**src/rtl/fetch_pkg.sv**
```systemverilog
// Shared definitions for the instruction fetch unit: FSM states, reset PC
// and the opcode field position.
package fetch_pkg;

   typedef enum logic [2:0] {
      S_IDLE  = 3'd0,
      S_FETCH = 3'd1,
      S_HOLD  = 3'd2,
      S_FLUSH = 3'd3,
      S_HALT  = 3'd4
   } state_t;

   localparam logic [31:0] RESET_PC_DEFAULT = 32'h0040_0000;
   localparam int          OP_HI            = 31;
   localparam int          OP_LO            = 26;

   function automatic logic [31:0] pc_incr(input logic [31:0] pc);
      return pc + 32'd4;
   endfunction

endpackage

```
**src/rtl/branch_resolve.sv**
```systemverilog
// Control-flow outcome: redirect on jump, or on a branch whose condition
// (beq: zero, bne: not zero) holds, qualified by the resolve strobe.
module branch_resolve (
   input  logic i_resolve_valid,
   input  logic i_jump,
   input  logic i_branch_en,
   input  logic i_branch_type,
   input  logic i_zero,
   output logic o_taken
);

   logic w_cond;

   assign w_cond  = i_branch_type ? i_zero : ~i_zero;
   assign o_taken = i_resolve_valid & (i_jump | (i_branch_en & w_cond));

endmodule

```
**src/rtl/fetch_unit.sv**
```systemverilog
// Single-outstanding-request instruction fetch with redirect handling.
// Optional macro FETCH_MISALIGN_TRAP_EN halts on a misaligned redirect target.
module fetch_unit
   import fetch_pkg::*;
#(
   parameter logic [31:0] RESET_PC = RESET_PC_DEFAULT
) (
   input  logic        clk,
   input  logic        reset,
   output logic        imem_req,
   output logic [31:0] imem_addr,
   input  logic        imem_ack,
   input  logic [31:0] imem_rdata,
   output logic        instr_valid,
   input  logic        instr_ready,
   output logic [31:0] instr,
   output logic [31:0] instr_pc,
   output logic [5:0]  op,
   input  logic        resolve_valid,
   input  logic        jump,
   input  logic        branch_en,
   input  logic        branch_type,
   input  logic        zero,
   input  logic [31:0] target_pc,
   output logic        misalign_err
);

   state_t      r_state;
   logic [31:0] r_pc;
   logic        r_req;
   logic [31:0] r_addr;
   logic        r_valid;
   logic [31:0] r_instr;
   logic [31:0] r_instr_pc;

   logic        w_taken;
   logic        w_redirect;
   logic [31:0] w_tgt;

   branch_resolve u_resolve (
      .i_resolve_valid (resolve_valid),
      .i_jump          (jump),
      .i_branch_en     (branch_en),
      .i_branch_type   (branch_type),
      .i_zero          (zero),
      .o_taken         (w_taken)
   );

   assign w_tgt      = {target_pc[31:2], 2'b00};
   // Redirects only matter once the fetch stream is live
   assign w_redirect = w_taken && (r_state == S_FETCH || r_state == S_HOLD ||
                                   r_state == S_FLUSH);

`ifdef FETCH_MISALIGN_TRAP_EN
   logic r_err;
   assign misalign_err = r_err;
`else
   logic w_unused;
   assign w_unused     = ^target_pc[1:0];
   assign misalign_err = 1'b0;
`endif

   always_ff @(posedge clk) begin
      if (reset) begin
         r_state    <= S_IDLE;
         r_pc       <= RESET_PC;
         r_req      <= 1'b0;
         r_addr     <= RESET_PC;
         r_valid    <= 1'b0;
         r_instr    <= '0;
         r_instr_pc <= '0;
`ifdef FETCH_MISALIGN_TRAP_EN
         r_err      <= 1'b0;
`endif
      end else if (w_redirect) begin
         r_valid <= 1'b0;
`ifdef FETCH_MISALIGN_TRAP_EN
         if (target_pc[1:0] != 2'b00) begin
            r_err   <= 1'b1;
            r_req   <= 1'b0;
            r_state <= S_HALT;
         end else
`endif
         begin
            r_pc <= w_tgt;
            // An unacknowledged request must still complete at its old address
            if (r_state == S_HOLD || imem_ack) begin
               r_state <= S_FETCH;
               r_req   <= 1'b1;
               r_addr  <= w_tgt;
            end else begin
               r_state <= S_FLUSH;
            end
         end
      end else begin
         case (r_state)
            S_IDLE: begin
               r_state <= S_FETCH;
               r_req   <= 1'b1;
               r_addr  <= r_pc;
            end
            S_FETCH: begin
               if (imem_ack) begin
                  r_instr    <= imem_rdata;
                  r_instr_pc <= r_pc;
                  r_pc       <= pc_incr(r_pc);
                  r_valid    <= 1'b1;
                  r_req      <= 1'b0;
                  r_state    <= S_HOLD;
               end
            end
            S_HOLD: begin
               if (instr_ready) begin
                  r_valid <= 1'b0;
                  r_req   <= 1'b1;
                  r_addr  <= r_pc;
                  r_state <= S_FETCH;
               end
            end
            S_FLUSH: begin
               if (imem_ack) begin
                  r_addr  <= r_pc;
                  r_state <= S_FETCH;
               end
            end
            S_HALT: begin
               r_req <= 1'b0;
            end
            default: begin
               r_state <= S_IDLE;
               r_req   <= 1'b0;
            end
         endcase
      end
   end

   assign imem_req    = r_req;
   assign imem_addr   = r_addr;
   assign instr_valid = r_valid;
   assign instr       = r_instr;
   assign instr_pc    = r_instr_pc;
   assign op          = r_instr[OP_HI:OP_LO];

endmodule

```
**config.mk**
```make
export PLATFORM = sky130hd
export DESIGN_NAME = fetch_unit
export DESIGN_NICKNAME = d
export VERILOG_FILES = /design/src/rtl/fetch_pkg.sv /design/src/rtl/branch_resolve.sv /design/src/rtl/fetch_unit.sv
export SDC_FILE = /design/constraint.sdc
export NUM_CORES = 1
export LEC_CHECK = 0
export ABC_AREA = 1
export BUFFER_PORTS_ARGS = -buffer_cell sky130_fd_sc_hd__buf_2
export CAP_MARGIN = 40
export CORE_ASPECT_RATIO = 0.6
export CORE_MARGIN = 3
export CORE_UTILIZATION = 57
export DETAILED_ROUTE_END_ITERATION = 6
export PLACE_DENSITY = 0.86
export SLEW_MARGIN = 25
export SYNTH_ARGS = -nofsm -noshare
export SYNTH_HDL_FRONTEND = slang
export SYNTH_SLANG_ARGS = --single-unit
```
**constraint.sdc**
```tcl
create_clock -name clk -period 3.55 [get_ports clk]
set_input_delay 0.5325 -clock clk [delete_from_list [all_inputs] [get_ports clk]]
set_output_delay 0.5325 -clock clk [all_outputs]
set_load 0.05 [all_outputs]
```
==> impl_metrics.yaml <==
worst_setup_path:
  worstSetupPathType: "register to register"
  r2r_slack_ns: 0.86
  worstSetupEndpointType: "register"
  cp-start-kind: "register"
  path_max_fanout: 48
  crit_arrival_ns: 3.00
  critPathRequiredTime_ns: 3.86
die:
  die_x_um: 141
  die-area_sq_mm: 0.0123
  dieHeight_um: 87.2
  core.rowCount: 28
  io_pins: 178
  initial_utilization: 0.610
  core_area_sq_mm: 0.0103
timing:
  fin_hold_ws_ns: 0.361
  fin_ws_ns: 0.858
  hold_violations: 0
  fin_setup_tns_ns: 0
  drv_slew: 0
  period_minus_slack_ns: 2.69
  tightest_slew_ns: 0.767
  relSlewSlack: 0.487
  clock-skew-final_ns: 0.00694
  period_share: 0.758
  rsz0062_at_grt: "no"
  fmax_ghz: 0.371
  setup_viol: 0
global_route:
  antenna_found_initial: 0
  grt_max_degree: 81
  track_usage: 0.264
  grt_pass1_wl_mm: 26.5
  grt_pass1_vias: 5713
  grt-ovfl-total: 0
run_status:
  status: "finished clean"
placed_design:
  placed_cells: 1201
  place_area_sq_mm: 0.00705
  dp_worst_setup_slack_ns: 0.878
  place.gp.congestion: 0.882
  io_buffers: 170
  hpwlAfterDp_mm: 11.2
flow_run:
  maxCapViolCount: 0
clocking:
  cts_max_level: 4
  postCtsSetupRepairBufs: 0
  cts_hold_buf: 0
  clock_sinks: 126
  clk_path_buf_depth: 2
  cts_made_buffers: 17
  clkTransAtPathRegs_ns: 0.06
  cts_root_buf: "clkbuf_16"
  clkLatencyLatePin_ns: 0.41
  cts_resized: 0
  cts_tree: "done"
layout:
  mostFrequentLayoutCells: "nor2_1, nand2_1, buf_2"
  nNetsFinal: 1165
  final_common_cell: "nor2_1"
  seq_area_sq_mm: 0.00252
  diodes: 0
  multiInputGateArea_sq_mm: 0.00296
  fin_area_sq_mm: 0.00765
  fillers: 832
  drive_gt1_frac: 0.207
  syn2layout_area_growth_pct: 22.2
  finalNonFillerCells: 1234
synth:
  synthXorXnorAreaFrac: 0.00559
  synthMuxAreaShare: 0
  synth_warnings: 0
  synth_seq_cells: 126
  yosys.area_share.simple: 0.307
  yosysUniqueCellTypes: 34
  async_flop_share: 0
  syn_inst: 948
  yosysSeqAreaShare: 0.403
  netlist_area_sq_mm: 0.00626
  synth-main-ff-cell: "dfxtp_1"
  synth_top_family_by_area: "simple AND/OR/NAND/NOR gates"
  synthAdderAreaFrac: 0.0120
  synth-compound-area-share: 0.145
  synth_edf_count: 0
  avgSynthCellArea_sq_um: 6.61
pwr:
  power_density_mw_per_mm2: 924
  vdd_drop_max_mv: 0.652
  p_leak_nw: 3.90
routing:
  drtAntennaViolNets: 0
  first_pass_iters: 5
  wl_per_cell_um: 13.2
  wirelength_mm: 16.2
  drt_iter0_drc: 480
  drc_errors: 0
  via_per_inst: 5.15
  vias: 6351
worst_hold_path:
  hp-class: "primary input to register"
==> per-layer routing <==
metal	up-vias	global-route usage	wire [um]
li1	3248	-	-
met1	2812	0.342	7090
met2	255	0.431	7380
met3	36	0.0598	1420
met4	0	0.109	340
met5	-	0	0
==> flip-flops by register name, summed over array words and instances (netlist names) <==
register / flops
instr: 32
imem_addr: 30
instr_pc: 30
r_pc: 30
r_state: 2
imem_req: 1
instr_valid: 1
==> final cells by class <==
cell class,count,area share
sequential,126,0.330
inverter,120,0.0589
timing repair buffer,179,0.127
clock inverter,14,0.0204
multi-input combinational,642,0.386
tap,135,0.0221
clock buffer,18,0.0561
==> through the flow <==
step | util | power, mW
CTS | 0.743 | 7.08
global route | 0.745 | 7.56
global placement | 0.686 | 5.27
floorplan | - | 4.71
finish | 0.745 | 7.07
detailed placement | 0.686 | 5.33
==> worst paths after layout <==
check,depth (start not counted),endpoint,start
setup / recovery,11,imem_addr[4]$_SDFFE_PP0P_,r_state[0]$_SDFFE_PP0P_
hold / removal,2,instr_valid$_SDFFE_PP0P_,instr_ready
setup reg to reg,11,imem_addr[4]$_SDFFE_PP0P_,r_state[0]$_SDFFE_PP0P_
hold reg to reg,2,instr[11]$_SDFFE_PP0P_,instr[11]$_SDFFE_PP0P_
==> cells in the mapped netlist (8+ instances only) <==
master / instances / area share
a211oi_1: 17 / 0.020
clkbuf_1: 20 / 0.012
dfxtp_1: 126 / 0.40
inv_1: 117 / 0.070
a21oi_1: 15 / 0.012
nand3_1: 35 / 0.028
nor2_1: 197 / 0.12
o21ai_0: 119 / 0.095
buf_4: 15 / 0.018
buf_2: 24 / 0.019
nand2_1: 193 / 0.12
nand4_1: 8 / 0.0080
nand3b_1: 9 / 0.011
==> cells by family (layout without fill, tap and decap cells) <==
| kind of cell | Yosys count | count (layout) |
|---|---|---|
| adders and majority gates | 6 | 6 |
| DFF | 126 | 126 |
| other | 1 | 5 |
| xor gates and xnor gates | 4 | 4 |
| and+or+nand+nor | 461 | 461 |
| buffers and inverters | 184 | 331 |
| AOI/OAI and AO/OA | 166 | 166 |
==> worst max-delay path, cell delays in order, from the launching register on <==
cell	delay, ns
dfxtp_1	0.39
inv_1	0.10
ha_1	0.22
nor2_1	0.17
nand2_2	0.47
nand3_1	0.28
nand2_2	0.10
nor2_4	0.39
buf_12	0.26
nand2_1	0.08
nand2_1	0.07
nor2_1	0.04
==> report_power, final <==
part / internal (mW) / switching [mW]
sequential: 1.81 / 0.275
clock: 1.05 / 0.676
combinational: 0.875 / 2.39
Note: power is estimated with default switching activity, not from simulation.
